File: src/rtl/bp_fe_ras_pkg.sv
// Return-address stack package: checkpoint struct/width macros and per-cycle op decode.
// Optional feature macro: BP_FE_RAS_TOP_REPAIR_EN (checkpoint also carries the top address).

`ifndef BP_FE_RAS_PKG_SV
`define BP_FE_RAS_PKG_SV

`ifdef BP_FE_RAS_TOP_REPAIR_EN
`define BP_FE_RAS_CKPT_WIDTH(vaddr_width_mp, idx_width_mp) \
  ((vaddr_width_mp) + 2*(idx_width_mp) + 1)

`define DECLARE_BP_FE_RAS_CKPT_S(vaddr_width_mp, idx_width_mp) \
  typedef struct packed { \
    logic [(vaddr_width_mp)-1:0] top_addr; \
    logic [(idx_width_mp)-1:0]   tos; \
    logic [(idx_width_mp):0]     count; \
  } bp_fe_ras_ckpt_s
`else
`define BP_FE_RAS_CKPT_WIDTH(vaddr_width_mp, idx_width_mp) \
  (2*(idx_width_mp) + 1)

`define DECLARE_BP_FE_RAS_CKPT_S(vaddr_width_mp, idx_width_mp) \
  typedef struct packed { \
    logic [(idx_width_mp)-1:0]   tos; \
    logic [(idx_width_mp):0]     count; \
  } bp_fe_ras_ckpt_s
`endif

package bp_fe_ras_pkg;

  typedef enum logic [2:0] {
    e_ras_idle      = 3'd0,
    e_ras_clear     = 3'd1,
    e_ras_restore   = 3'd2,
    e_ras_push      = 3'd3,
    e_ras_pop       = 3'd4,
    e_ras_swap      = 3'd5,
    e_ras_underflow = 3'd6
  } bp_fe_ras_op_e;

  // Resolve clear > restore > push/pop; a push on an empty stack wins over a coincident pop.
  function automatic bp_fe_ras_op_e bp_fe_ras_decode(
    input logic clear,
    input logic restore,
    input logic push,
    input logic pop,
    input logic empty
  );
    bp_fe_ras_op_e op;
    op = e_ras_idle;
    if (clear)               op = e_ras_clear;
    else if (restore)        op = e_ras_restore;
    else if (push && pop)    op = empty ? e_ras_push : e_ras_swap;
    else if (push)           op = e_ras_push;
    else if (pop)            op = empty ? e_ras_underflow : e_ras_pop;
    return op;
  endfunction

endpackage

`endif

File: src/rtl/bp_fe_ras_mem.sv
// Return-address storage: one synchronous write port, one asynchronous read port, no reset.

module bp_fe_ras_mem
  #(parameter int unsigned els_p = 8
   ,parameter int unsigned width_p = 39
   ,localparam int unsigned addr_width_lp = (els_p > 1) ? $clog2(els_p) : 1
   )
  (input  logic                     clk_i
  ,input  logic                     w_v_i
  ,input  logic [addr_width_lp-1:0] w_addr_i
  ,input  logic [width_p-1:0]       w_data_i
  ,input  logic [addr_width_lp-1:0] r_addr_i
  ,output logic [width_p-1:0]       r_data_o
  );

  logic [width_p-1:0] mem_r [els_p];

  always_ff @(posedge clk_i) begin
    if (w_v_i) mem_r[w_addr_i] <= w_data_i;
  end

  assign r_data_o = mem_r[r_addr_i];

endmodule

File: src/rtl/bp_fe_ras.sv
// Frontend return-address stack with circular storage and pointer checkpoint/restore.
// Optional feature macro: BP_FE_RAS_TOP_REPAIR_EN (restore also rewrites the checkpointed top entry).

module bp_fe_ras
  import bp_fe_ras_pkg::*;
  #(parameter int unsigned vaddr_width_p = 39
   ,parameter int unsigned ras_els_p = 8
   ,localparam int unsigned ras_idx_width_p = (ras_els_p > 1) ? $clog2(ras_els_p) : 1
   ,localparam int unsigned ras_ckpt_width_lp = `BP_FE_RAS_CKPT_WIDTH(vaddr_width_p, ras_idx_width_p)
   )
  (input  logic                         clk_i
  ,input  logic                         reset_i
  ,input  logic                         clear_v_i
  ,input  logic                         push_v_i
  ,input  logic [vaddr_width_p-1:0]     push_addr_i
  ,input  logic                         pop_v_i
  ,input  logic                         restore_v_i
  ,input  logic [ras_ckpt_width_lp-1:0] restore_ckpt_i
  ,output logic                         top_v_o
  ,output logic [vaddr_width_p-1:0]     top_addr_o
  ,output logic [ras_ckpt_width_lp-1:0] ckpt_o
  ,output logic                         underflow_o
  );

  `DECLARE_BP_FE_RAS_CKPT_S(vaddr_width_p, ras_idx_width_p);

  localparam logic [ras_idx_width_p:0] full_count_lp = (ras_idx_width_p+1)'(ras_els_p);

  logic [ras_idx_width_p-1:0] tos_r, tos_n;
  logic [ras_idx_width_p:0]   count_r, count_n;
  logic                       empty;
  bp_fe_ras_op_e              op;

  logic                       w_v;
  logic [ras_idx_width_p-1:0] w_addr;
  logic [vaddr_width_p-1:0]   w_data;
  logic [vaddr_width_p-1:0]   r_data;

  bp_fe_ras_ckpt_s ckpt_in, ckpt_cur;

  assign ckpt_in = restore_ckpt_i;
  assign empty   = (count_r == '0);
  assign op      = bp_fe_ras_decode(clear_v_i, restore_v_i, push_v_i, pop_v_i, empty);

  // Next pointer state, write-port select and underflow pulse
  always_comb begin
    tos_n       = tos_r;
    count_n     = count_r;
    w_v         = 1'b0;
    w_addr      = tos_r + ras_idx_width_p'(1);
    w_data      = push_addr_i;
    underflow_o = 1'b0;
    unique case (op)
      e_ras_clear: begin
        tos_n   = '0;
        count_n = '0;
      end
      e_ras_restore: begin
        tos_n   = ckpt_in.tos;
        count_n = ckpt_in.count;
`ifdef BP_FE_RAS_TOP_REPAIR_EN
        if (ckpt_in.count != '0) begin
          w_v    = 1'b1;
          w_addr = ckpt_in.tos;
          w_data = ckpt_in.top_addr;
        end
`endif
      end
      e_ras_push: begin
        tos_n   = tos_r + ras_idx_width_p'(1);
        count_n = (count_r == full_count_lp) ? count_r : count_r + (ras_idx_width_p+1)'(1);
        w_v     = 1'b1;
      end
      e_ras_pop: begin
        tos_n   = tos_r - ras_idx_width_p'(1);
        count_n = count_r - (ras_idx_width_p+1)'(1);
      end
      // Return-then-call replaces the top entry in place
      e_ras_swap: begin
        w_v    = 1'b1;
        w_addr = tos_r;
      end
      e_ras_underflow: begin
        underflow_o = 1'b1;
      end
      default: begin
      end
    endcase
  end

  always_ff @(posedge clk_i) begin
    if (reset_i) begin
      tos_r   <= '0;
      count_r <= '0;
    end else begin
      tos_r   <= tos_n;
      count_r <= count_n;
    end
  end

  bp_fe_ras_mem
   #(.els_p   (ras_els_p)
    ,.width_p (vaddr_width_p)
    )
   storage
    (.clk_i    (clk_i)
    ,.w_v_i    (w_v & ~reset_i)
    ,.w_addr_i (w_addr)
    ,.w_data_i (w_data)
    ,.r_addr_i (tos_r)
    ,.r_data_o (r_data)
    );

  assign top_v_o    = ~empty;
  assign top_addr_o = top_v_o ? r_data : '0;

  always_comb begin
    ckpt_cur       = '0;
    ckpt_cur.tos   = tos_r;
    ckpt_cur.count = count_r;
`ifdef BP_FE_RAS_TOP_REPAIR_EN
    ckpt_cur.top_addr = top_addr_o;
`endif
  end

  assign ckpt_o = ckpt_cur;

endmodule

File: config.mk
export PLATFORM = sky130hd
export DESIGN_NAME = bp_fe_ras
export DESIGN_NICKNAME = d
export VERILOG_FILES = /design/src/rtl/bp_fe_ras_pkg.sv /design/src/rtl/bp_fe_ras_mem.sv /design/src/rtl/bp_fe_ras.sv
export SDC_FILE = /design/constraint.sdc
export NUM_CORES = 1
export LEC_CHECK = 0
export BUFFER_PORTS_ARGS = -buffer_cell sky130_fd_sc_hd__buf_2
export CAP_MARGIN = 20
export CORE_UTILIZATION = 40
export CTS_CLUSTER_SIZE = 25
export DETAILED_ROUTE_END_ITERATION = 8
export PLACE_DENSITY = 0.65
export SYNTH_ARGS = -nofsm -noshare
export SYNTH_HDL_FRONTEND = slang
export SYNTH_SLANG_ARGS = --single-unit
File: constraint.sdc
create_clock -name clk_i -period 4.5 [get_ports clk_i]
set_clock_uncertainty 0.05 [all_clocks]
set_input_delay 0.225 -clock clk_i [delete_from_list [all_inputs] [get_ports clk_i]]
set_output_delay 0.225 -clock clk_i [all_outputs]
set_load 0.01 [all_outputs]
==> flow_summary.toml, run 1 <==
[clocking]
cts-root-buf = "sky130_fd_sc_hd__clkbuf_16"
cts_resized = 0
worst_skew_pair.late_latency_ns = 0.57
clock_sinks = 322
numCtsBuffers = 31
ctsHtreeMaxLevel = 1
tritoncts = "done"
clock_pin_slew_reported_for_the_worst_setup_and_hold_paths_after_clock_tree_synthesis_ns = 0.06
cts_max_path_buffers = 3

[worst_setup_path]
crit_path_max_incr_delay_ns = 0.58
worst-path-buf-inv = 1
cp-end-kind = "flop"
worst-endpoint-required_ns = 4.96
reg2reg_depth = 8
critPathMostFrequentCell = "sky130_fd_sc_hd__a21oi_1"
critPathLaunchType = "flop"
crit_path_top_delay_cell = "sky130_fd_sc_hd__dlygate4sd3_1"
path_cells = "o41ai_4, nor4_1, ha_1, a21oi_1, a21oi_1, or4_1, a311oi_1, dlygate4sd3_1"
setup.reg_to_reg.worst_slack_ns = 1.13
path_depth = 8
critPathKind = "flop to flop"
timing.critical_path.fanout_max = 8
timing.critical_path.arrival_ns = 3.83
dominant_delay_contributor_by_cell_family_on_the_critical_path = "simple AND/OR/NAND/NOR gates"

[logic_synthesis]
synth_largest_type_area_fraction = 0.741
mappedNetlistArea_um2 = 12600
register_bit_count_reported_by_yosys = 322
yosys.cell_types.count = 45
ys.flop_type = "sky130_fd_sc_hd__edfxtp_1"
mappedNetlistNets = 663
synth-async-reset-ratio = 0
yosysWarningCount = 0
postSynthAreaPerCell_um2 = 20.9
synth_area_leader_cell = "sky130_fd_sc_hd__edfxtp_1"
yosys-top-cells-area = "sky130_fd_sc_hd__edfxtp_1 (74%), sky130_fd_sc_hd__mux4_2 (14%), sky130_fd_sc_hd__mux2i_1 (3.1%), sky130_fd_sc_hd__dfxtp_1 (1.6%), sky130_fd_sc_hd__nor2_1 (1.5%)"
synth_sequential_area_ratio = 0.757
synth-edff-count = 312
syn_inst = 606

[grt]
via_count_of_the_first_global_routing_pass = 6998
grt_start_max_net_pins = 63
total_gr_overflow = 0
global_route_wire_length_before_repair_um = 40700
grt_antenna_before_repair = 0
global_route.usage.total = 0.164

[timing]
finalSetupViolCount = 0
timing.final.crit_share = 0.749
timing.final.max_slew_violations = 0
min_period_ns = 3.37
max_slew.worst_pin.slew_ns = 0.996
rsz0062_at_grt = "false"
relSlewSlack = 0.336
setup_total_negative_slack_ns = 0
postLayoutSetupSlackWorst_ns = 1.13
clock.fmax_mhz = 297
final_hold_viol_count = 0

[pwr]
total_power_w = 0.00640
power_density_nw_per_um2 = 422
power.switching_w = 0.00134
max-vdd-ir-drop_uv = 347
netSwitchingFraction = 0.209
p_comb_frac = 0.069
leakage_nw = 4.88
intPower_w = 0.00506
share_clk_of_total_power = 0.406
sequential_power_share = 0.525

[detailed_routing]
remaining_drc_errors = 8
routed_via_density = 5.41
drtPass1Iterations = 6
dr.first_iter.drc_count = 565
routed-via-count = 6394
drt.antenna.violating_nets = 0
avgRoutedWirePerCell_um = 22.0
finalWirelength_um = 26000

[outcome]
outcome = "finished with violations"
failing_checks = "design-rule violations"

[floorplan]
die_w_um = 180
die_area_um2 = 32300
fp-row-count = 64
die_span_y_um = 180
core-area_um2 = 30800
io-pin-count = 100
initial_cell_density_of_the_core = 0.410

[final_layout]
area_growth_syn_to_fin_pct = 20.0
final_cell_mix = "sky130_fd_sc_hd__edfxtp_1 (312), sky130_fd_sc_hd__buf_2 (99), sky130_fd_sc_hd__mux4_2 (78), sky130_fd_sc_hd__dlygate4sd3_1 (48), sky130_fd_sc_hd__nor2_1 (43)"
final_util = 0.492
most_common_cell_after_layout_fill_and_taps_aside = "sky130_fd_sc_hd__edfxtp_1"
drive_above_1_share = 0.317
num-nets-final = 821
post-route-cell-area_um2 = 15200

[min_path]
hold_depth = 3
holdCritPathClass = "input pin to flop"

[place]
dpl_cell_area_um2 = 13700
globalplace.congestion = 0.873
estimated_wirelength_of_the_detail_placed_design_um = 15500
detailedPlace.worstSlack_ns = 1.28
io_buffers = 99

[job]
maxCapViolCount = 0
## cells by family (layout without fill, tap and decap cells)
kind of cell / Yosys count / in the layout / synth area share
other: 0 / 1 / 0
multiplexers: 117 / 117 / 0.170
adder cells (fa/ha/maj): 5 / 5 / 0.00554
flip-flops: 322 / 322 / 0.757
buffers and inverters: 45 / 224 / 0.0146
AND/OR/NAND/NOR: 82 / 82 / 0.0299
XOR/XNOR: 5 / 5 / 0.00346
AO/OA/AOI/OAI: 30 / 30 / 0.0195
## cell usage after synthesis, types with 2 or more instances
| library cell | n |
|---|---|
| sky130_fd_sc_hd__edfxtp_1 | 312 |
| sky130_fd_sc_hd__mux4_2 | 78 |
| sky130_fd_sc_hd__nor2_1 | 52 |
| sky130_fd_sc_hd__mux2i_1 | 39 |
| sky130_fd_sc_hd__clkbuf_1 | 19 |
| sky130_fd_sc_hd__buf_2 | 12 |
| sky130_fd_sc_hd__inv_1 | 12 |
| sky130_fd_sc_hd__dfxtp_1 | 10 |
| sky130_fd_sc_hd__a21oi_1 | 6 |
| sky130_fd_sc_hd__nand3_1 | 6 |
| sky130_fd_sc_hd__ha_1 | 4 |
| sky130_fd_sc_hd__nand2b_1 | 4 |
| sky130_fd_sc_hd__nor4_1 | 4 |
| sky130_fd_sc_hd__o221ai_1 | 4 |
| sky130_fd_sc_hd__xnor2_1 | 4 |
| sky130_fd_sc_hd__nand2_1 | 3 |
| sky130_fd_sc_hd__o21ai_0 | 3 |
| sky130_fd_sc_hd__a221oi_1 | 2 |
| sky130_fd_sc_hd__buf_1 | 2 |
| sky130_fd_sc_hd__nor3_1 | 2 |
| sky130_fd_sc_hd__nor4b_1 | 2 |
| sky130_fd_sc_hd__o21a_1 | 2 |
| sky130_fd_sc_hd__or2_2 | 2 |
## state kept, by name, indices dropped and copies added (netlist names), named ones only
signal         count
count_r            4
storage.mem_r    312
tos_r              3
## layer usage
layer,part of all wire,track usage,wire [um]
met5,0,0,0
met4,0.018,0.0345,469
met3,0.047,0.0237,1220
met2,0.51,0.286,13300
met1,0.42,0.218,11000
## power groups by stage
stage	sequential [W]	combinational (W)	clock [W]
5_1_grt	0.00336	0.000483	0.00276
4_1_cts	0.00336	0.000454	0.00265
3_5_place_dp	0.00343	0.000418	0
6_report	0.00336	0.000444	0.00260
3_3_place_gp	0.00342	0.000404	0
2_1_floorplan	0.00339	0.000267	0
## area by class of cell
type,count,area (um2)
fill,2464,15700
tap,396,495
sequential,322,9580
inverter,12,45.0
multi-input combinational,239,2950
antenna,1,2.50
timing repair buffer,158,1070
clock inverter,17,219
clock buffer,37,798
## worst min-delay path, cell delays in order
cell and delay [ns]:
sky130_fd_sc_hd__buf_2 0.18, sky130_fd_sc_hd__or2_2 0.20, sky130_fd_sc_hd__a221oi_1 0.06
## final timing paths
check	startpoint	endpoint
hold / removal	clear_v_i	count_r[1]
hold reg to reg	tos_r[1]	flop
setup / recovery	count_r[0]	count_r[3]
setup reg to reg	count_r[0]	count_r[3]
## metrics by stage
stage,std cells,hold slack [ns]
6_report,1182,0.120
5_1_grt,1181,0.0989
4_1_cts,1181,0.0815
3_5_place_dp,1079,0.377
3_3_place_gp,1079,0.364
2_1_floorplan,606,0.247
## what timing repair did
action                                 in CTS  in global routing
hold buffers                               48                  0
endpoints found under the hold margin     322                  0
buffers inserted                            0                  0
Note: power is estimated with default switching activity, not from simulation.
==> inputs of run 2 (changes only) <==
--- a/config.mk
+++ b/config.mk
@@ -10,7 +10,7 @@
 export CORE_UTILIZATION = 40
 export CTS_CLUSTER_SIZE = 25
 export DETAILED_ROUTE_END_ITERATION = 8
-export PLACE_DENSITY = 0.65
+export PLACE_DENSITY = 0.67
 export SYNTH_ARGS = -nofsm -noshare
 export SYNTH_HDL_FRONTEND = slang
 export SYNTH_SLANG_ARGS = --single-unit
==> constraint.sdc (replaced) <==
create_clock -name clk_i -period 2.8 [get_ports clk_i]
set_clock_uncertainty 0.05 [all_clocks]
set_input_delay 0.14 -clock clk_i [delete_from_list [all_inputs] [get_ports clk_i]]
set_output_delay 0.14 -clock clk_i [all_outputs]
set_load 0.01 [all_outputs]
==> flow_summary.toml, run 2 (synthesis results as in run 1) <==
[outcome]
outcome = "finished with violations"
failing_checks = "design-rule violations"

[timing]
whs_ns = 0.0403
rsz0062_at_grt = "false"
finalSetupViolCount = 0
clock.fmax_mhz = 384
setup_total_negative_slack_ns = 0
timing.final.crit_share = 0.930
relSlewSlack = 0.498
final_hold_viol_count = 0
max_slew.worst_pin.slew_ns = 0.753
min_period_ns = 2.60
postLayoutSetupSlackWorst_ns = 0.197
timing.final.max_slew_violations = 0

[final_layout]
layout_top_registers = "storage.mem_r: 312 flops, count_r: 4 flops, tos_r: 3 flops"
largest_register_ffs = 312
num-fill-cells = 2528
num-nets-final = 833
top_register = "storage.mem_r"
most_common_cell_after_layout_fill_and_taps_aside = "sky130_fd_sc_hd__edfxtp_1"
final_cell_mix = "sky130_fd_sc_hd__edfxtp_1 (312), sky130_fd_sc_hd__buf_2 (99), sky130_fd_sc_hd__mux4_2 (78), sky130_fd_sc_hd__dlygate4sd3_1 (47), sky130_fd_sc_hd__nor2_1 (43)"
post-route-cell-area_um2 = 15400
final_util = 0.499
area_growth_syn_to_fin_pct = 21.6
drive_above_1_share = 0.330

[detailed_routing]
avgRoutedWirePerCell_um = 20.3
routed-via-count = 6217
finalWirelength_um = 24200
routed_via_density = 5.22
dr.first_iter.drc_count = 506
drtPass1Iterations = 6
remaining_drc_errors = 9
drt.antenna.violating_nets = 0

[place]
dpl_cell_area_um2 = 13900
estimated_wirelength_of_the_detail_placed_design_um = 13900
globalplace.congestion = 0.867
io_buffers = 99
detailedPlace.worstSlack_ns = 0.139

[worst_setup_path]
worst-path-buf-inv = 4
path_depth = 7
worst-endpoint-required_ns = 2.61
cp-end-kind = "output port"
crit_path_top_delay_cell = "sky130_fd_sc_hd__or3_2"
critPathLaunchType = "flop"
timing.critical_path.arrival_ns = 2.41
dominant_delay_contributor_by_cell_family_on_the_critical_path = "simple AND/OR/NAND/NOR gates"
critPathMostFrequentCell = "sky130_fd_sc_hd__buf_4"
reg2reg_depth = 7
critPathKind = "flop to output port"
setup.reg_to_reg.worst_slack_ns = 0.21
crit_path_max_incr_delay_ns = 0.46
path_cells = "buf_4, or3_2, nor2_4, buf_4, inv_1, nor4_1, buf_2"
timing.critical_path.fanout_max = 14

[grt]
via_count_of_the_first_global_routing_pass = 6565
global_route.usage.total = 0.152
total_gr_overflow = 0
global_route_wire_length_before_repair_um = 37700
grt_start_max_net_pins = 43
grt_antenna_before_repair = 1

[clocking]
post-cts-setup-buffers = 0
numCtsBuffers = 34
ctsHtreeMaxLevel = 2
cts-root-buf = "sky130_fd_sc_hd__clkbuf_16"
worst_skew_pair.late_latency_ns = 0.50
cts_max_path_buffers = 3
clock_sinks = 322
tritoncts = "done"
clock_pin_slew_reported_for_the_worst_setup_and_hold_paths_after_clock_tree_synthesis_ns = 0.06

[pwr]
power.switching_w = 0.00216
netSwitchingFraction = 0.209
max-vdd-ir-drop_uv = 476
leakage_nw = 4.96
sequential_power_share = 0.521
intPower_w = 0.00813
p_comb_frac = 0.073
share_clk_of_total_power = 0.406
power_density_nw_per_um2 = 669

[job]
maxCapViolCount = 0

[floorplan]
fp-row-count = 64
core-area_um2 = 30800
io-pin-count = 100
die_span_y_um = 180
initial_cell_density_of_the_core = 0.410
die_area_um2 = 32300
die_w_um = 180

[min_path]
holdCritPathClass = "input pin to flop"
hold_depth = 3
[run 2: cell type report]
| cell class | count | area, um2 | area share |
|---|---|---|---|
| antenna | 1 | 2.50 | 0.000163 |
| multi-input combinational | 239 | 2960 | 0.193 |
| inverter | 12 | 45.0 | 0.00293 |
| clock inverter | 14 | 129 | 0.00838 |
| clock buffer | 41 | 898 | 0.0584 |
| timing repair buffer | 167 | 1260 | 0.0821 |
| sequential | 322 | 9580 | 0.623 |
| tap | 396 | 495 | 0.0322 |
[run 2: tightest hold or removal path, stage by stage]
cell and delay, ns:
sky130_fd_sc_hd__buf_2 0.17, sky130_fd_sc_hd__nor2_1 0.12, sky130_fd_sc_hd__o211a_1 0.11
[run 2: power by group through the flow]
stage                     sequential (W)  combinational [W]  clock (W)
after floorplan                  0.00544           0.000433          0
after global placement           0.00546           0.000708          0
after detailed placement         0.00546           0.000712          0
after CTS                        0.00536           0.000768    0.00428
after global routing             0.00536           0.000825    0.00447
final                            0.00536           0.000755    0.00418
[run 2: worst paths after layout]
kind                                 start     endpoint
worst min-delay path             clear_v_i   count_r[0]
worst max register to register  count_r[1]   count_r[3]
worst min register to register    tos_r[1]         flop
worst max-delay path            count_r[0]  underflow_o
[run 2: repair_timing]
action / CTS / global route
hold buffers: 47 / 0
gates resized for setup: 0 / 1
setup endpoints to repair: 0 / 1
hold endpoints to repair: 322 / 0
[run 2: routing by layer]
layer  up-vias  routed length [um]  GRT usage
met2       148               11900      0.251
met5         -                   0          0
met3        43                 945     0.0253
li1       2838                   -          -
met4         0                 538     0.0476
met1      3188               10800      0.206
[run 2: through the flow]
stage | instances | total power [W]
after floorplan | 606 | 0.00587
after global placement | 1089 | 0.00617
after detailed placement | 1089 | 0.00617
after CTS | 1191 | 0.0104
after global routing | 1192 | 0.0107
final | 1192 | 0.0103
==> inputs of run 3 (changes only) <==
--- a/config.mk
+++ b/config.mk
@@ -5,11 +5,13 @@
 export SDC_FILE = /design/constraint.sdc
 export NUM_CORES = 1
 export LEC_CHECK = 0
+export ABC_AREA = 1
 export BUFFER_PORTS_ARGS = -buffer_cell sky130_fd_sc_hd__buf_2
 export CAP_MARGIN = 20
 export CORE_UTILIZATION = 40
 export CTS_CLUSTER_SIZE = 25
 export DETAILED_ROUTE_END_ITERATION = 8
+export MAX_ROUTING_LAYER = met4
 export PLACE_DENSITY = 0.67
 export SYNTH_ARGS = -nofsm -noshare
 export SYNTH_HDL_FRONTEND = slang
==> flow_summary.toml, run 3 <==
[detailed_routing]
avgRoutedWirePerCell_um = 18.0
drtPass1Iterations = 5
drt.antenna.violating_nets = 0
remaining_drc_errors = 0
routed-via-count = 8444
finalWirelength_um = 28600
routed_via_density = 5.31
dr.first_iter.drc_count = 685

[worst_setup_path]
timing.critical_path.fanout_max = 38
timing.critical_path.arrival_ns = 2.47
critPathKind = "flop to output port"
worst-endpoint-required_ns = 2.61
cp-end-kind = "output port"
critPathLaunchType = "flop"

[logic_synthesis]
yosysWarningCount = 0
yosys-top-cells-area = "sky130_fd_sc_hd__edfxtp_1 (73%), sky130_fd_sc_hd__nor2_1 (7.7%), sky130_fd_sc_hd__o21ai_0 (7.5%), sky130_fd_sc_hd__a31oi_1 (1.9%), sky130_fd_sc_hd__o22ai_1 (1.9%)"
synth_largest_type_area_fraction = 0.725
synth_sequential_area_ratio = 0.741
register_bit_count_reported_by_yosys = 322
synth_simple_gate_area_share = 0.102
combinational_family_with_the_most_area_after_synthesis = "compound AO/OA/AOI/OAI gates"
mappedNetlistArea_um2 = 12900
synth-xor-area-share = 0.00339
post_synth_fa_ha_maj_area_fraction = 0.00542
synth_commonest_cells = "sky130_fd_sc_hd__edfxtp_1 (312), sky130_fd_sc_hd__nor2_1 (265), sky130_fd_sc_hd__o21ai_0 (193)"
mappedNetlistNets = 1084
syn_inst = 1027
synth_most_common_cell = "sky130_fd_sc_hd__edfxtp_1"
synth_area_leader_cell = "sky130_fd_sc_hd__edfxtp_1"
yosys.cell_types.count = 33
synth-async-reset-ratio = 0
ys.flop_type = "sky130_fd_sc_hd__edfxtp_1"
postSynthAreaPerCell_um2 = 12.6
synth-edff-count = 312
synth_compound_area_frac = 0.117
synth.mux.area_fraction = 0

[final_layout]
final_cell_mix = "sky130_fd_sc_hd__edfxtp_1 (312), sky130_fd_sc_hd__nor2_1 (257), sky130_fd_sc_hd__o21ai_0 (193), sky130_fd_sc_hd__buf_2 (99), sky130_fd_sc_hd__dlygate4sd3_1 (41)"
layout_top_registers = "storage.mem_r: 312 flops, count_r: 4 flops, tos_r: 3 flops"
final_util = 0.493
most_common_cell_after_layout_fill_and_taps_aside = "sky130_fd_sc_hd__edfxtp_1"
area_growth_syn_to_fin_pct = 20.7
largest_register_ffs = 312
num-nets-final = 1221
num_antenna_cells = 0
drive_above_1_share = 0.171
top_register = "storage.mem_r"
post-route-cell-area_um2 = 15600

[clocking]
numCtsBuffers = 34
worst_skew_pair.late_latency_ns = 0.50
tritoncts = "done"
ctsHtreeMaxLevel = 2
clock_pin_slew_reported_for_the_worst_setup_and_hold_paths_after_clock_tree_synthesis_ns = 0.06
cts_resized = 0
cts-root-buf = "sky130_fd_sc_hd__clkbuf_16"
clock_sinks = 322
cts_max_path_buffers = 3

[timing]
timing.final.max_slew_violations = 0
rsz0062_at_grt = "false"
relSlewSlack = 0.506
min_period_ns = 2.66
timing.final.crit_share = 0.949
final_hold_viol_count = 0
clock.fmax_mhz = 376
max_slew.worst_pin.slew_ns = 0.739
finalSetupViolCount = 0
postLayoutSetupSlackWorst_ns = 0.142

[floorplan]
core-area_um2 = 31600
io-pin-count = 100
die_w_um = 182
die_area_um2 = 33000
fp-row-count = 65
initial_cell_density_of_the_core = 0.408
die_span_y_um = 182

[place]
detailedPlace.worstSlack_ns = 0.328
estimated_wirelength_of_the_detail_placed_design_um = 16200
globalplace.congestion = 0.908
dpl_cell_area_um2 = 14100
io_buffers = 99

[grt]
grt_antenna_before_repair = 0
global_route.usage.total = 0.177
grt_start_max_net_pins = 104
global_route_wire_length_before_repair_um = 44300
via_count_of_the_first_global_routing_pass = 8037
total_gr_overflow = 0

[pwr]
max-vdd-ir-drop_uv = 551
total_power_w = 0.0111
power_density_nw_per_um2 = 710
leakage_nw = 5.40

[job]
maxCapViolCount = 0

[outcome]
outcome = "completed"

[min_path]
holdCritPathClass = "input pin to flop"
==> run 3: per-layer routing <==
| metal | vias up | GRT usage | routed length (um) |
|---|---|---|---|
| li1 | 4030 | - | - |
| met1 | 4105 | 0.229 | 12500 |
| met2 | 255 | 0.288 | 13900 |
| met3 | 54 | 0.0267 | 1530 |
| met4 | 0 | 0.0556 | 670 |
| met5 | - | - | 0 |
==> run 3: cell families (layout without fill, tap and decap cells) <==
| group | Yosys count | after routing |
|---|---|---|
| AOI/OAI and AO/OA | 281 | 281 |
| adders and majority gates | 5 | 5 |
| buffers and inverters | 87 | 249 |
| and+or+nand+nor | 327 | 327 |
| xor gates and xnor gates | 5 | 5 |
| DFF | 322 | 322 |
==> run 3: where the power goes <==
part	leakage, nW	internal, W	switching (W)
registers	2.90	0.00537	0.0000404
logic	1.96	0.000436	0.000837
clock network	0.538	0.00262	0.00176
total	5.40	0.00843	0.00264
==> run 3: critical path, cell delays in order (launching register included) <==
cell                      delay [ns]
sky130_fd_sc_hd__dfxtp_4        0.63
sky130_fd_sc_hd__buf_4          0.46
sky130_fd_sc_hd__o21ai_0        0.17
sky130_fd_sc_hd__o22ai_1        0.25
sky130_fd_sc_hd__o21ai_0        0.11
sky130_fd_sc_hd__a31oi_1        0.17
sky130_fd_sc_hd__buf_2          0.16
==> run 3: worst paths after layout <==
| path | start | to | slack, ns | cells past startpoint |
|---|---|---|---|---|
| worst max-delay path | flop | top_addr_o[15] | 0.14 | 6 |
| worst min-delay path | restore_ckpt_i[3] | count_r[3] | 0.03 | 5 |
| worst max register to register | count_r[1] | storage.mem_r[4][19] | 0.30 | 10 |
| worst min register to register | count_r[2] | count_r[2] | 0.53 | 4 |
==> run 3: cell type report <==
type,instances,area [um2]
Clock inverter,21,224
Fill cell,2716,16000
Sequential cell,322,9580
Tap cell,402,503
Inverter,21,81.3
Multi-Input combinational cell,618,3010
Clock buffer,40,873
Timing Repair Buffer,167,1320
==> run 3: metrics by stage <==
| stage | TNS (ns) | hold WS, ns | instances |
|---|---|---|---|
| 6_report | 0 | 0.0329 | 1591 |
| 2_1_floorplan | -173.28 | 0.171 | 1027 |
| 3_3_place_gp | 0 | 0.336 | 1489 |
| 4_1_cts | 0 | 0.0105 | 1591 |
| 5_1_grt | 0 | 0.0480 | 1591 |
| 3_5_place_dp | 0 | 0.345 | 1489 |
==> run 3: repair_timing <==
action                                 CTS  global route
hold buffers                            41             0
setup buffers                            0             0
endpoints found under the hold margin  320             0
